`src/rtl/pipeline_ctrl_pkg.sv`:
```
// Shared types for the 5-stage pipeline sequencer: FSM state codes,
// PC select codes, and a packed bundle of the control outputs with
// helper functions that build the standard control patterns.
package pipeline_ctrl_pkg;

  typedef enum logic [1:0] {
    S_INIT     = 2'd0,
    S_RUN      = 2'd1,
    S_DM_WAIT  = 2'd2,
    S_BR_FLUSH = 2'd3
  } state_e;

  localparam logic PC_SEL_SEQ = 1'b0;  // PC + 4
  localparam logic PC_SEL_BR  = 1'b1;  // branch target

  typedef struct packed {
    logic pc_enable;
    logic pc_select_br;
    logic im_abort;
    logic x1_enable;
    logic x1_flush;
    logic x2_enable;
    logic x2_flush;
    logic x3_enable;
    logic x4_enable;
  } ctrl_t;

  // Reset / init pattern: nothing loads, front two stages hold bubbles.
  function automatic ctrl_t ctrl_init();
    ctrl_t c;
    c = '0;
    c.x1_flush = 1'b1;
    c.x2_flush = 1'b1;
    return c;
  endfunction

  // Full freeze while a data-memory access is outstanding.
  function automatic ctrl_t ctrl_freeze();
    ctrl_t c;
    c = '0;
    return c;
  endfunction

  // Normal flow: every stage advances.
  function automatic ctrl_t ctrl_run();
    ctrl_t c;
    c = '0;
    c.pc_enable    = 1'b1;
    c.pc_select_br = PC_SEL_SEQ;
    c.x1_enable    = 1'b1;
    c.x2_enable    = 1'b1;
    c.x3_enable    = 1'b1;
    c.x4_enable    = 1'b1;
    return c;
  endfunction

  // Fetch not ready: PC holds, IF/ID takes a bubble, the rest drains.
  function automatic ctrl_t ctrl_fetch_bubble();
    ctrl_t c;
    c = ctrl_run();
    c.pc_enable = 1'b0;
    c.x1_flush  = 1'b1;
    return c;
  endfunction

  // Per-cycle decision once no DM stall applies: hazard, then branch,
  // then fetch wait, then free run.
  function automatic ctrl_t ctrl_run_rules(logic hazard, logic branch, logic im_ack);
    ctrl_t c;
    c = ctrl_run();
    if (hazard) begin
      c.pc_enable = 1'b0;
      c.x1_enable = 1'b0;
      c.x2_flush  = 1'b1;
    end else if (branch) begin
      c.pc_select_br = PC_SEL_BR;
      c.x1_flush     = 1'b1;
      c.x2_flush     = 1'b1;
      c.im_abort     = !im_ack;
    end else if (!im_ack) begin
      c = ctrl_fetch_bubble();
    end
    return c;
  endfunction

endpackage

```
`src/rtl/pipeline_ctrl_perf_counter.sv`:
```
// Saturating event counter used for pipeline performance statistics.
// Only present when PERF_CNT_EN is defined.
`ifdef PERF_CNT_EN
module pipeline_ctrl_perf_counter #(
  parameter int CNT_WIDTH = 32
) (
  input  logic                 clock,
  input  logic                 reset,
  input  logic                 i_inc,
  output logic [CNT_WIDTH-1:0] o_count
);

  logic [CNT_WIDTH-1:0] r_count;

  // Count events, sticking at all-ones instead of wrapping.
  always_ff @(posedge clock or posedge reset) begin
    if (reset) begin
      r_count <= '0;
    end else if (i_inc && (r_count != {CNT_WIDTH{1'b1}})) begin
      r_count <= r_count + CNT_WIDTH'(1);
    end
  end

  assign o_count = r_count;

endmodule
`endif

```
`src/rtl/pipeline_ctrl.sv`:
```
// 5-stage pipeline sequencer: drives PC and IF/ID, ID/EX, EX/MEM, MEM/WB
// enables/flushes, resolving load-use hazards, taken branches, and
// instruction/data memory waits.
// Optional feature macro: PERF_CNT_EN adds saturating stall/flush counters
// (ports stall_cnt, flush_cnt); without it those ports do not exist.
// o_dbg_state exposes the current FSM state for observation.
module pipeline_ctrl
  import pipeline_ctrl_pkg::*;
#(
  parameter int RESET_HOLD = 2
`ifdef PERF_CNT_EN
  , parameter int CNT_WIDTH = 32
`endif
) (
  input  logic                 clock,
  input  logic                 reset,
  input  logic                 do_hazard,
  input  logic                 do_branch,
  input  logic                 im_ack,
  input  logic                 dm_req,
  input  logic                 dm_ack,
  output logic                 pc_enable,
  output logic                 pc_select_br,
  output logic                 im_abort,
  output logic                 xREG1_enable,
  output logic                 xREG1_flush,
  output logic                 xREG2_enable,
  output logic                 xREG2_flush,
  output logic                 xREG3_enable,
  output logic                 xREG4_enable,
`ifdef PERF_CNT_EN
  output logic [CNT_WIDTH-1:0] stall_cnt,
  output logic [CNT_WIDTH-1:0] flush_cnt,
`endif
  output logic [1:0]           o_dbg_state
);

  // Init counter runs 0 .. RESET_HOLD-1; a hold of 0 or 1 means one cycle.
  localparam int INIT_W = (RESET_HOLD > 2) ? $clog2(RESET_HOLD) : 1;
  localparam logic [INIT_W-1:0] INIT_LAST = (RESET_HOLD > 1) ? INIT_W'(RESET_HOLD - 1) : '0;

  state_e            r_state;
  state_e            w_next_state;
  logic [INIT_W-1:0] r_init_cnt;
  ctrl_t             w_ctrl;
  state_e            w_run_next;

  // State register and post-reset hold counter.
  always_ff @(posedge clock or posedge reset) begin
    if (reset) begin
      r_state    <= S_INIT;
      r_init_cnt <= '0;
    end else begin
      r_state <= w_next_state;
      if (r_state == S_INIT && w_next_state == S_INIT) begin
        r_init_cnt <= r_init_cnt + INIT_W'(1);
      end
    end
  end

  // A branch that finds the fetch still busy must wait for the target fetch.
  assign w_run_next = (!do_hazard && do_branch && !im_ack) ? S_BR_FLUSH : S_RUN;

  // Next-state and output decode.
  always_comb begin
    w_ctrl       = ctrl_init();
    w_next_state = r_state;
    case (r_state)
      S_INIT: begin
        if (r_init_cnt == INIT_LAST) begin
          w_next_state = S_RUN;
        end
      end
      S_RUN: begin
        if (dm_req && !dm_ack) begin
          w_ctrl       = ctrl_freeze();
          w_next_state = S_DM_WAIT;
        end else begin
          w_ctrl       = ctrl_run_rules(do_hazard, do_branch, im_ack);
          w_next_state = w_run_next;
        end
      end
      S_DM_WAIT: begin
        // Held stages re-present hazard/branch once memory completes.
        if (!dm_ack) begin
          w_ctrl = ctrl_freeze();
        end else begin
          w_ctrl       = ctrl_run_rules(do_hazard, do_branch, im_ack);
          w_next_state = w_run_next;
        end
      end
      S_BR_FLUSH: begin
        // EX holds a bubble here, so do_branch cannot be genuine.
        if (dm_req && !dm_ack) begin
          w_ctrl = ctrl_freeze();
        end else if (im_ack) begin
          w_ctrl       = ctrl_run();
          w_next_state = S_RUN;
        end else begin
          w_ctrl = ctrl_fetch_bubble();
        end
      end
      default: begin
        w_next_state = S_INIT;
      end
    endcase
  end

  assign pc_enable    = w_ctrl.pc_enable;
  assign pc_select_br = w_ctrl.pc_select_br;
  assign im_abort     = w_ctrl.im_abort;
  assign xREG1_enable = w_ctrl.x1_enable;
  assign xREG1_flush  = w_ctrl.x1_flush;
  assign xREG2_enable = w_ctrl.x2_enable;
  assign xREG2_flush  = w_ctrl.x2_flush;
  assign xREG3_enable = w_ctrl.x3_enable;
  assign xREG4_enable = w_ctrl.x4_enable;
  assign o_dbg_state  = r_state;

`ifdef PERF_CNT_EN
  logic w_stall_inc;
  logic w_flush_inc;

  assign w_stall_inc = !w_ctrl.pc_enable && (r_state != S_INIT);
  assign w_flush_inc = w_ctrl.pc_select_br;

  pipeline_ctrl_perf_counter #(.CNT_WIDTH(CNT_WIDTH)) u_stall_cnt (
    .clock   (clock),
    .reset   (reset),
    .i_inc   (w_stall_inc),
    .o_count (stall_cnt)
  );

  pipeline_ctrl_perf_counter #(.CNT_WIDTH(CNT_WIDTH)) u_flush_cnt (
    .clock   (clock),
    .reset   (reset),
    .i_inc   (w_flush_inc),
    .o_count (flush_cnt)
  );
`endif

endmodule

```
`config.mk`:
```
export PLATFORM = sky130hd
export DESIGN_NAME = pipeline_ctrl
export DESIGN_NICKNAME = d
export VERILOG_FILES = /design/src/rtl/pipeline_ctrl_pkg.sv /design/src/rtl/pipeline_ctrl_perf_counter.sv /design/src/rtl/pipeline_ctrl.sv
export SDC_FILE = /design/constraint.sdc
export NUM_CORES = 1
export LEC_CHECK = 0
export CORE_AREA = 2 2 39 41
export CTS_CLUSTER_DIAMETER = 30
export DETAILED_ROUTE_END_ITERATION = 10
export DIE_AREA = 0 0 41 43
export PLACE_DENSITY = 0.56
export SETUP_SLACK_MARGIN = 0.1
export SLEW_MARGIN = 40
export SYNTH_ARGS = -nofsm -noshare
export SYNTH_HDL_FRONTEND = slang
export SYNTH_HIERARCHICAL = 1
export SYNTH_SLANG_ARGS = --single-unit
```
`constraint.sdc`:
```
create_clock -name clock -period 2.9 [get_ports clock]
set_input_delay 0.29 -clock clock [delete_from_list [all_inputs] [get_ports clock]]
set_output_delay 0.29 -clock clock [all_outputs]
set_load 0.02 [all_outputs]
```
==> metrics.yaml, run 1 <==
slew_violations: 0
power.leakage_nw: 0.208
synth_cells: 38
finClkSkew_ns: 0.00135
clock_path_buffers: 2
cts_setup_buffers: 0
min_period_ns: 2.38
core_area_sq_mm: 0.00138
cts_hold_buffers: 0
hold_class: "in -> async"
cts_max_level: 1
synth_adder_area_share: 0.0341
worst_slew_margin_rel: 0.670
maxCapViolations: 0
area_growth_pct: 55.3
ant_nets: 0
ys_ff_latch: 3
ys_warn_count: 6
die_h_um: 43
synth_cell_types: 24
synthSimpleGateAreaFrac: 0.292
die_x_um: 41
slowest_stage: "clkdlybuf4s50_1"
grt_use_total: 0.0947
wl_um: 733
p_clk_frac: 0.263
end_kind: "output pin"
crit_required_ns: 2.61
start_kind: "register"
gp_congestion: 0.663
finalSetupViolations: 0
syn_nets: 45
muxShareOfSynthArea: 0
row_count: 14
numPortBuffers: 17
antennaDiodeCount: 0
num_vias: 317
clkSinkCount: 3
fin_tns_setup_ns: 0
firstDrtPassIters: 4
path_clk_slew_ns: 0.03
irDropWorstVdd_uv: 260
avgSynthCellArea_sq_um: 8.69
cts-resized-gates: 0
first_global_vias: 273
swShare: 0.373
synth_compound_area_frac: 0.273
numCtsBuffers: 3
fin_nets: 63
p_int_mw: 0.166
p_switching_mw: 0.0987
worstMarginPinSlew_ns: 0.495
start_util: 0.239
crit_chain: "xor2_1 > a32oi_2 > o221ai_1 > clkdlybuf4s50_1"
io_pins: 18
grt_setup_unrepaired: "no"
n_fill_cell: 152
clock_latency_ns: 0.22
cts_root_buf: "clkbuf_4"
status: "finished, final reports clean"
grt-ovfl-total: 0
max_freq_ghz: 0.420
pwr_density_cell_mw_per_mm2: 516
crit_path_max_fanout: 13
synth-seq-area-share: 0.227
synthXorXnorAreaFrac: 0.0265
wl_per_cell_um: 10.3
drc: 0
cp.arrival_ns: 2.09
seqPwrFrac: 0.237
critical_path_class: "reg -> out"
die_area_sq_mm: 0.00176
cpPeakStageDelay_ns: 0.57
drive_gt1_frac: 0.164
netlist_area_sq_um: 330
cts_tree: "done"
grt_start_max_net_pins: 15
antenna_found_initial: 0
initialDrtViolationCount: 2
timing.final.crit_share: 0.821
pwr-share-comb: 0.500
synth_top_family_by_area: "simple AND/OR/NAND/NOR gates"
grt_pass1_wl_mm: 1.15
vias_per_cell: 4.46
post-dp-hpwl_um: 559
hold_viol_final: 0
fin_hold_ws_ns: 0.227
-- worst max-delay path: cells and delay by family, from the launching register on --
kind / cells / cell delay (ns)
compound gates: 2 / 0.50
xor+xnor: 1 / 0.24
flops: 1 / 0.55
buf+inv: 1 / 0.57
-- per-layer routing --
| metal | share of wire | GRT usage | vias up |
|---|---|---|---|
| li1 | - | - | 164 |
| met1 | 0.48 | 0.136 | 140 |
| met2 | 0.42 | 0.119 | 13 |
| met3 | 0.098 | 0.0419 | 0 |
| met4 | 0 | 0.0400 | 0 |
| met5 | 0 | 0 | - |
-- synthesized netlist by cell type, drive strengths merged --
library cell | n | share of area
nor2 | 6 | 0.068
nor2b | 2 | 0.045
a21oi | 3 | 0.057
xor2 | 1 | 0.027
and2b | 1 | 0.023
nor4b | 1 | 0.072
or2b | 1 | 0.023
o221ai | 2 | 0.072
buf | 4 | 0.10
a21o | 1 | 0.023
a32oi | 1 | 0.049
or2 | 1 | 0.019
inv | 4 | 0.045
nand2 | 2 | 0.023
nand2b | 1 | 0.019
o21a | 1 | 0.023
o32a | 1 | 0.030
maj3 | 1 | 0.034
o22ai | 1 | 0.019
dfrtp | 3 | 0.23
-- stage by stage --
stage | std cells | cell area, sq um | total power, mW | worst slack (ns) | util
global placement | 67 | 487 | 0.195 | 0.582 | 0.352
floorplan | 38 | 330 | 0.145 | 1.28 | -
finish | 71 | 513 | 0.265 | 0.518 | 0.371
global route | 71 | 513 | 0.285 | 0.406 | 0.371
CTS | 71 | 513 | 0.269 | 0.525 | 0.371
detailed placement | 67 | 487 | 0.196 | 0.580 | 0.352
-- layout make-up --
| cell class | instances | area [sq um] | area share |
|---|---|---|---|
| Clock buffer | 4 | 26.3 | 0.0512 |
| Inverter | 4 | 15.0 | 0.0293 |
| Multi-Input combinational cell | 27 | 206 | 0.402 |
| Sequential cell | 3 | 75.1 | 0.146 |
| Tap cell | 16 | 20.0 | 0.0390 |
| Timing Repair Buffer | 17 | 170 | 0.332 |
-- worst paths after layout --
path	from	cells past startpoint	to	slack [ns]
setup reg to reg	o_dbg_state[1]$_DFF_PP0_	2	o_dbg_state[1]$_DFF_PP0_	1.68
max in group asynchronous	reset	2	o_dbg_state[1]$_DFF_PP0_	2.55
min in group clock	r_init_cnt$_DFFE_PP0P_	1	r_init_cnt$_DFFE_PP0P_	0.46
hold / removal	reset	2	r_init_cnt$_DFFE_PP0P_	0.23
setup / recovery	o_dbg_state[1]$_DFF_PP0_	4	xREG1_flush	0.52
hold reg to reg	r_init_cnt$_DFFE_PP0P_	1	r_init_cnt$_DFFE_PP0P_	0.46
-- registers in the layout (all words and copies together), names as in the netlist --
| signal | count |
|---|---|
| r_init_cnt | 1 |
| o_dbg_state | 2 |
-- placed cells by master, fill, tap and decap left out --
master,n
xor2_1,1
or2b_1,1
dfrtp_1,3
o32a_1,1
inv_1,4
nor2b_2,1
maj3_2,1
nand2b_1,1
nor4b_4,1
clkbuf_4,3
o221ai_2,1
clkdlybuf4s50_1,17
nor2b_1,1
a21o_1,1
o221ai_1,1
or2_1,1
a21oi_2,1
o21a_1,1
nor2_1,6
o22ai_1,1
and2b_1,1
nand2_1,2
clkbuf_1,1
a32oi_2,1
a21oi_1,2
-- power groups by stage --
| stage | logic, mW | clock network (mW) | registers (mW) |
|---|---|---|---|
| 3_3_place_gp | 0.132 | 0 | 0.0627 |
| 3_5_place_dp | 0.133 | 0 | 0.0629 |
| 4_1_cts | 0.134 | 0.0726 | 0.0624 |
| 5_1_grt | 0.142 | 0.0791 | 0.0642 |
| 2_1_floorplan | 0.0886 | 0 | 0.0566 |
| 6_report | 0.132 | 0.0695 | 0.0627 |
-- kinds of logic after synthesis --
logic type,after synthesis
xor gates and xnor gates,1
adders and majority gates,1
DFF,3
buffers and inverters,8
AOI/OAI and AO/OA,10
and+or+nand+nor,15
No activity file was read; power rests on OpenSTA's default activity.
==> run 2, diff against run 1 <==
Settings changed: PLACE_DENSITY 0.56 to 0.58.
Clock period 2.9 ns to 2.1 ns, I/O delays scaled along.
==> metrics.yaml, run 2 (synthesized netlist as in run 1, its figures left out) <==
power.leakage_nw: 0.270
numCtsBuffers: 3
crit_required_ns: 1.89
drive_gt1_frac: 0.267
grt_busiest_layer: "met1"
fin_tns_setup_ns: 0
antennaDiodeCount: 0
worstMarginPinSlew_ns: 0.277
core_area_sq_mm: 0.00138
status: "finished, final reports clean"
clock_path_buffers: 2
use_met3: 0.0314
worst_slew_margin_rel: 0.815
critPathBufInv: 2
gp_congestion: 0.609
initialDrtViolationCount: 8
fin_nets: 68
max_freq_ghz: 0.527
numPortBuffers: 17
grt_util_met2: 0.106
drc: 0
start_util: 0.239
critPathCapture: "pc_enable"
start_kind: "input port"
min_period_ns: 1.90
timing.final.crit_share: 0.903
clock_latency_ns: 0.22
ff2ff_setup_slack_ns: 0.88
pwr_density_cell_mw_per_mm2: 664
irDropWorstVdd_uv: 337
grt_setup_unrepaired: "no"
cts_root_buf: "clkbuf_4"
cpPeakStageDelay_ns: 0.52
cp.arrival_ns: 1.69
crit_path_max_fanout: 4
num_vias: 339
finalSetupViolations: 0
hold_viol_final: 0
die_h_um: 43
largest_register_ffs: 2
cts_tree: "done"
slowest_stage: "clkdlybuf4s50_1"
row_count: 14
antenna_found_initial: 0
path_clk_slew_ns: 0.04
area_growth_pct: 66.3
rr_startpoint: "o_dbg_state[1]$_DFF_PP0_"
grt_start_max_net_pins: 11
dp_slack_ns: -0.0532
critPathTopFamily: "buffers and inverters"
path_depth: 5
end_kind: "output pin"
worstSetupStartpoint: "dm_req"
ff2ff_path_depth: 3
post-dp-hpwl_um: 590
slew_violations: 0
final_cell_mix: "8 x dlygate4sd2_1, 7 x clkdlybuf4s50_1, 6 x nor2_1"
finClkSkew_ns: 0.00344
ant_nets: 0
worst_slack_ns: 0.203
crit_chain: "clkdlybuf4s50_1 > nor4b_4 > a32oi_2 > a21oi_2 > dlygate4sd2_1"
first_global_vias: 267
io_pins: 18
clkSinkCount: 3
gr-usage-met1: 0.130
grt_pass1_wl_mm: 1.05
critical_path_class: "in -> out"
final_common_cell: "dlygate4sd2_1"
cts_hold_buffers: 0
cts_max_level: 1
die_area_sq_mm: 0.00176
grt-ovfl-total: 0
wl_per_cell_um: 9.67
vias_per_cell: 4.46
grt_use_total: 0.0866
die_x_um: 41
r2r-end: "o_dbg_state[1]$_DFF_PP0_"
firstDrtPassIters: 4
maxCapViolations: 0
hold_class: "in -> async"
wl_um: 735
## run 2: worst min-delay path by stage
stage / end / slack [ns] / cells after the start
after floorplan: o_dbg_state[0]$_DFF_PP0_ / -0.04 / 1
after global placement: r_init_cnt$_DFFE_PP0P_ / 0.38 / 2
after detailed placement: r_init_cnt$_DFFE_PP0P_ / 0.39 / 2
after CTS: o_dbg_state[1]$_DFF_PP0_ / 0.14 / 2
after global routing: o_dbg_state[1]$_DFF_PP0_ / 0.17 / 2
final: o_dbg_state[1]$_DFF_PP0_ / 0.15 / 2
## run 2: report_power, final
group / leakage [nW] / switching (mW) / internal (mW) / total [mW]
registers: 0.0301 / 0.0113 / 0.0644 / 0.0757
logic: 0.225 / 0.100 / 0.0931 / 0.193
clock network: 0.0150 / 0.0250 / 0.0709 / 0.0958
total: 0.270 / 0.136 / 0.228 / 0.365
## run 2: routing by layer
layer	vias to the layer above	wire, um
li1	175	-
met1	152	369
met2	12	322
met3	0	43
met4	0	0
met5	-	0
## run 2: metrics by stage
| stage | power, mW | instances | area (sq um) | util | hold slack, ns |
|---|---|---|---|---|---|
| floorplan | 0.201 | 38 | 330 | - | -0.0364 |
| global placement | 0.284 | 72 | 524 | 0.379 | 0.383 |
| detailed placement | 0.285 | 72 | 524 | 0.379 | 0.387 |
| CTS | 0.372 | 76 | 542 | 0.392 | 0.144 |
| global route | 0.388 | 76 | 549 | 0.397 | 0.172 |
| finish | 0.365 | 76 | 549 | 0.397 | 0.148 |
## run 2: timing repair
| item | in CTS | in global routing |
|---|---|---|
| endpoints found under the setup margin | 8 | 2 |
| buffers inserted | 0 | 0 |
| gates resized for setup | 9 | 3 |
| endpoints found under the hold margin | 0 | 0 |
## run 2: layout make-up
type                       instances  area, sq um
tap                               16         20.0
sequential                         3         76.3
inverter                           4         15.0
multi-input combinational         27          209
clock buffer                       4         26.3
timing repair buffer              22          203
fill                             145          835
==> run 3, diff against run 2 <==
==> constraint.sdc (replaced) <==
create_clock -name clock -period 2.1 [get_ports clock]
set_input_delay 0.21 -clock clock [delete_from_list [all_inputs] [get_ports clock]]
set_output_delay 0.21 -clock clock [all_outputs]
set_load 0.1 [all_outputs]
==> metrics.yaml, run 3 (synthesized netlist as in run 1, its figures left out) <==
grt_setup_unrepaired: "no"
clock_latency_ns: 0.23
clock_path_buffers: 2
slowest_stage: "clkdlybuf4s50_1"
die_h_um: 43
area_growth_pct: 108
slew_violations: 0
start_kind: "input port"
p_total_mw: 0.677
irDropWorstVdd_uv: 488
timing.final.crit_share: 0.915
ff2ff_setup_slack_ns: 0.91
row_count: 14
antenna_found_initial: 0
numCtsBuffers: 3
finalSetupViolations: 0
cpPeakStageDelay_ns: 0.61
swShare: 0.548
grt_use_total: 0.112
max_freq_ghz: 0.521
firstDrtPassIters: 2
final_cell_mix: "10 x buf_12, 6 x clkdlybuf4s50_1, 4 x nor2_1"
fin_nets: 64
p_clk_frac: 0.149
crit_chain: "clkdlybuf4s50_1 > and2b_1 > o221ai_2 > o221ai_4 > buf_12"
num_vias: 325
hold_viol_final: 0
layoutNonFillerInstCount: 72
n_fill_cell: 125
largest_register_ffs: 2
pwr-share-comb: 0.709
clkSinkCount: 3
grt-ovfl-total: 0
power.leakage_nw: 0.266
multi_input_area_sq_um: 264
fin_tns_setup_ns: 0
maxCapViolations: 0
cts_hold_buffers: 0
end_kind: "output pin"
cts_tree: "done"
drc: 0
worst_slew_margin_rel: 0.753
worstMarginPinSlew_ns: 0.371
cts-resized-gates: 0
first_global_vias: 334
drive_gt1_frac: 0.500
crit_required_ns: 1.89
wl_um: 789
vias_per_cell: 4.51
start_util: 0.239
dpl.cell_count: 67
cts_root_buf: "clkbuf_4"
seq_area_sq_um: 82.6
grt_start_max_net_pins: 15
status: "finished, final reports clean"
post-dp-hpwl_um: 593
grt_pass1_wl_mm: 1.31
io_pins: 18
pwr_density_cell_mw_per_mm2: 985
crit_path_max_fanout: 5
min_period_ns: 1.92
core_area_sq_mm: 0.00138
die_x_um: 41
cp.arrival_ns: 1.71
critical_path_class: "in -> out"
die_area_sq_mm: 0.00176
fin_util: 0.496
gp_congestion: 0.656
seqPwrFrac: 0.141
antennaDiodeCount: 0
p_switching_mw: 0.371
initialDrtViolationCount: 2
p_int_mw: 0.306
numPortBuffers: 17
finClkSkew_ns: 0.000422
ant_nets: 0
cts_max_level: 1
final_common_cell: "buf_12"
path_clk_slew_ns: 0.04
hold_class: "in -> async"
wl_per_cell_um: 11.0
-- run 3: cell types whose count changed in the layout (fill, tap and decap cells not counted), moves of 2 or more --
cell	previous run	this run
buf_12	0	10
dlygate4sd2_1	8	0
buf_4	5	2
dfrtp_4	0	2
dlymetal6s2s_1	2	0
nor2_1	6	4
nor2_4	0	2
-- run 3: per-stage QoR --
stage | cell area [sq um] | setup slack (ns) | hold slack [ns]
global placement | 641 | 0.195 | 0.380
detailed placement | 641 | 0.156 | 0.387
CTS | 687 | 0.161 | 0.140
global route | 687 | 0.111 | 0.165
finish | 687 | 0.180 | 0.143
floorplan | 399 | 0.0357 | -0.0363
-- run 3: path summary, 6_finish.rpt --
| check | end | depth (start not counted) | startpoint |
|---|---|---|---|
| worst min-delay path | o_dbg_state[0]$_DFF_PP0_ | 2 | reset |
| min in group clock | r_init_cnt$_DFFE_PP0P_ | 1 | r_init_cnt$_DFFE_PP0P_ |
| worst max-delay path | xREG1_flush | 5 | do_hazard |
| worst max register to register | o_dbg_state[1]$_DFF_PP0_ | 2 | o_dbg_state[1]$_DFF_PP0_ |
| max in group asynchronous | o_dbg_state[1]$_DFF_PP0_ | 2 | reset |
| worst min register to register | r_init_cnt$_DFFE_PP0P_ | 1 | r_init_cnt$_DFFE_PP0P_ |
-- run 3: cell type report --
class / instances / share of cell area
Sequential cell: 3 / 0.120
Tap cell: 16 / 0.0291
Inverter: 4 / 0.0273
Multi-Input combinational cell: 27 / 0.384
Timing Repair Buffer: 18 / 0.401
Clock buffer: 4 / 0.0383
-- run 3: per-layer routing --
layer / share of wire / global-route usage / vias to the layer above
met5: 0 / 0 / -
li1: - / - / 169
met2: 0.47 / 0.150 / 13
met4: 0 / 0.100 / 0
met3: 0.086 / 0.0157 / 0
met1: 0.45 / 0.148 / 143
-- run 3: worst max-delay path, delay by kind of cell --
family,cells,cell delay [ns]
and+or+nand+nor,1,0.23
buffers and inverters,2,0.80
AOI/OAI and AO/OA,2,0.47
-- run 3: power groups by stage --
stage / clock, mW / combinational [mW] / sequential [mW]
floorplan: 0 / 0.313 / 0.117
global placement: 0 / 0.473 / 0.0969
detailed placement: 0 / 0.474 / 0.0976
CTS: 0.105 / 0.484 / 0.0966
global route: 0.108 / 0.495 / 0.0986
finish: 0.101 / 0.480 / 0.0958
-- run 3: timing repair --
| item | 4_1_cts | 5_1_grt |
|---|---|---|
| endpoints found under the setup margin | 2 | 0 |
| setup buffers | 1 | 0 |
| hold endpoints to repair | 0 | 0 |
==> edit 1 (settings of run 1) <==
Register the output `o_dbg_state` once more; this adds one clock of latency there. The other outputs are not delayed to match.
--- a/src/rtl/pipeline_ctrl.sv
+++ b/src/rtl/pipeline_ctrl.sv
@@ -116,5 +116,7 @@
   assign xREG3_enable = w_ctrl.x3_enable;
   assign xREG4_enable = w_ctrl.x4_enable;
-  assign o_dbg_state  = r_state;
+  always_ff @(posedge clock) begin
+    o_dbg_state <= r_state;
+  end
 
 `ifdef PERF_CNT_EN
Formal check against the unedited RTL: not equivalent (Yosys sat finds a counterexample within 4 cycles, from zero or initial values and one cycle with reset high).
==> edit 1 against run 1 <==
  * Area after synthesis grew 3.8%
  * Die area is the same
  * Total power is 75% higher
  * Design area grew 3.2%
  * Sequential cell count up 2
  * Utilization rose by 1.2 points
  * Setup slack got worse by 0.032 ns
  * Largest cell class unchanged
  * Routed wire length is 0.82% lower
==> edit 1: results (changes against run 1) <==
stage,metric,value,unit,change
synthesis,mux cell area share after synthesis,2.92,%,+2.9 points
timing,worst-case clock skew,0.00362,ns,+0.00226 ns
pwr,leak pwr,0.227,nW,+8.8%
finish,fillcell total,150,,-1.3%
finish,share of cells above drive strength 1,13.6,%,-2.8 points
placed_design,post-detail-place hpwl,568,um,+1.5%
finish,fraction of area in registers,21.7,%,+7.1 points
synthesis,Yosys cell types,19,,-21%
outcome,status,completed,,
route,initial drt markers,5,,+3
synthesis,adder-cell share of the synthesized area,2.92,%,-0.49 points
route,WL final,727,um,-0.82%
finish,Non-Filler Instances,75,,+5.6%
placed_design,RD Place Congestion,0.734,,+11%
placed_design,Placed Area,503,um^2,+3.3%
placed_design,placed cell count,71,,+6.0%
global_route,vias in the first global route,276,,+1.1%
pwr,Int Pwr,0.275,mW,+66%
pwr,Flop pwr share,27.9,%,+4.2 points
route,Pre-Repair DR Iteration Count,2,,-2
finish,clk cell area share,4.96,%,-0.16 points
route,vias per cell,4.32,,-3.2%
synthesis,"top cells by area, synth","dfrtp_1, dfxtp_1, o21ai_0",,
critical_path,CP max FO,7,,-6
global_route,first-pass GRT wire length,1120,um,-3.0%
synthesis,post-synthesis xor/xnor area fraction,0,%,-2.7 points
pwr,Power Density,873,nW/um^2,+69%
finish,post-layout util,38.2,%,+1.2 points
pwr,Max IR drop VDD,323,uV,+24%
finish,nets,67,,+6.3%
synthesis,Mapped Nets,49,,+8.9%
synthesis,Post-synth ARST share,60.0,%,-40 points
global_route,GRT Overall Usage,9.55,%,+0.081 points
synthesis,commonest cells in the netlist,"o21ai_0, inv_1, a21oi_1, buf_4",,
synthesis,sequential fraction of the synthesis area,33.6,%,+11 points
clock_tree,clk_lat worst skew,0.24,ns,+0.02 ns
placed_design,pre-CTS setup slack,0.469,ns,-0.110 ns
critical_path,CP Data Arrival Time,2.12,ns,+0.03 ns
-- edit 1: cell types whose count changed in the layout (fill, tap and decap cells not counted), moves of 2 or more --
cell / delta
a21oi_1: +2
dfxtp_1: +2
nor2_1: -3
o21ai_0: +6
-- edit 1: worst paths after layout --
kind                       depth (start not counted)  slack [ns]       start     endpoint
setup / recovery                                   5        0.49      dm_ack  xREG1_flush
hold / removal                                     2        0.21       reset   r_state[1]
setup reg to reg                                   3        1.72  r_state[1]   r_state[1]
hold reg to reg                                    1        0.47  r_init_cnt   r_init_cnt
max in group asynchronous                          2        2.56       reset   r_init_cnt
min in group clock                                 1        0.47  r_init_cnt   r_init_cnt
-- edit 1: metal layers --
layer	part of all wire (%)	track usage [%]	wire length, um	up-vias
met5	0	0	0	-
met4	0	0	0	0
met3	6.1	9.42	44	0
met2	46	12.2	338	7
met1	47	12.3	344	146
li1	-	-	-	171
==> edit 2 (config.mk and constraints of run 1) <==
Made on the original files. Set the parameter `RESET_HOLD` to 1 (it was 2).
--- a/src/rtl/pipeline_ctrl.sv
+++ b/src/rtl/pipeline_ctrl.sv
@@ -8,5 +8,5 @@
   import pipeline_ctrl_pkg::*;
 #(
-  parameter int RESET_HOLD = 2
+  parameter int RESET_HOLD = 1
 `ifdef PERF_CNT_EN
   , parameter int CNT_WIDTH = 32
Behaviour: not the same (a bounded check fails within 4 cycles, from zero or initial values and one cycle with reset high).
==> edit 2 against run 1 <==
  * Sequential cell count unchanged
  * Total power down 9.2%
  * Routed wire length down 4.9%
  * Area after synthesis down 4.5%
  * Setup slack better by 0.043 ns
  * Non-clock buffer count unchanged
  * Clock power up 5.0%
  * Design area down 2.4%
==> edit 2: results (changes against run 1) <==
stage,metric,value,unit,change
outcome,status,completed,,
global_route,vias in the first global route,286,,+4.8%
finish,share of cells above drive strength 1,12.7,%,-3.6 points
critical_path,Critical R2R Capture,o_dbg_state[1],,
synthesis,commonest cells in the netlist,"nor2_1, a21oi_1, inv_1, nor2b_1, dfrtp_1",,
finish,fillcell total,148,,-2.6%
global_route,first-pass GRT wire length,1100,um,-4.2%
finish,Largest register FFs,2,,unchanged
route,DR WL/cell,9.82,um,-4.9%
route,vias per cell,4.52,,+1.3%
critical_path,Worst setup EP type,output port,,
synthesis,Synth Area per Inst,8.30,um^2,-4.5%
synthesis,sequential fraction of the synthesis area,23.8,%,+1.1 points
synthesis,adder-cell share of the synthesized area,3.17,%,-0.23 points
route,Pre-Repair DR Iteration Count,4,,unchanged
critical_path,capture point of the worst path,pc_enable,,
synthesis,Yosys cell types,19,,-21%
synthesis,"top cells by area, synth","dfrtp_1, o221ai_2, nor2b_1",,
synthesis,Synthesis Warnings,6,,unchanged
finish,antenna fix cells,0,,unchanged
hold_path,Hold Path Class,input pin to async pin,,
finish,nets,63,,unchanged
critical_path,CP Data Arrival Time,2.05,ns,-0.04 ns
placed_design,post-detail-place hpwl,521,um,-6.9%
placed_design,RD Place Congestion,0.666,,+0.59%
placed_design,Placed Area,474,um^2,-2.6%
pwr,leak pwr,0.200,nW,-4.0%
synthesis,compound-cell area share of the yosys netlist,28.2,%,+0.90 points
critical_path,CP max FO,5,,-8
timing,worst-case clock skew,0.00135,ns,-0.00000690 ns
finish,design area,500,um^2,-2.4%
global_route,GRT Overall Usage,9.05,%,-0.41 points
run,total of max-cap violations,0,,unchanged
placed_design,input/output buffers,17,,unchanged
timing,fin worst setup slack,0.561,ns,+0.0434 ns
clock_tree,clock buffer depth,2,,unchanged
synthesis,predominant post-synthesis flop cell,dfrtp_1,,
route,initial drt markers,5,,+3
route,Via Count,321,,+1.3%
clock_tree,post-cts resize count,0,,unchanged
pwr,Max IR drop VDD,186,uV,-28%
synthesis,Mapped Nets,45,,unchanged
clock_tree,post-CTS setup buffer count,0,,unchanged
placed_design,pre-CTS setup slack,0.571,ns,-0.00878 ns
timing,Hold WS,0.223,ns,-0.00484 ns
critical_path,worst r2r path cells,2,,unchanged
clock_tree,"CTS clk-pin slew, worst paths",0.04,ns,
timing,Worst Max-Slew Pin Slew,0.432,ns,-0.0634 ns
synthesis,post-synthesis xor/xnor area fraction,2.78,%,+0.13 points
critical_path,CP Launch Point,dm_req,,
clock_tree,CTS buffer count,3,,unchanged
global_route,initial antenna violation count,0,,unchanged
critical_path,reg2reg setup slack,1.72,ns,+0.04 ns
-- edit 2: critical path: stages --
cell             delay (ns)
clkdlybuf4s50_1        0.49
nor4b_2                0.35
a32oi_2                0.13
a21oi_1                0.17
clkdlybuf4s50_1        0.62
-- edit 2: power by group --
group | switching [mW] | internal (mW)
clock network | 0.0214 | 0.0516
registers | 0.0125 | 0.0452
logic | 0.0528 | 0.0568
total | 0.0868 | 0.154
-- edit 2: routing by layer --
metal,global-route usage [%],vias up,share of wire (%)
met5,0,-,0
met4,4.00,0,0
met3,3.14,0,7.3
met2,12.2,12,43
met1,12.6,145,50
li1,-,164,-
-- edit 2: area by class of cell --
class | count | area share (%)
Inverter | 4 | 3.00
Timing Repair Buffer | 17 | 34.0
Multi-Input combinational cell | 27 | 38.8
Tap cell | 16 | 4.00
Sequential cell | 3 | 15.0
Clock buffer | 4 | 5.25
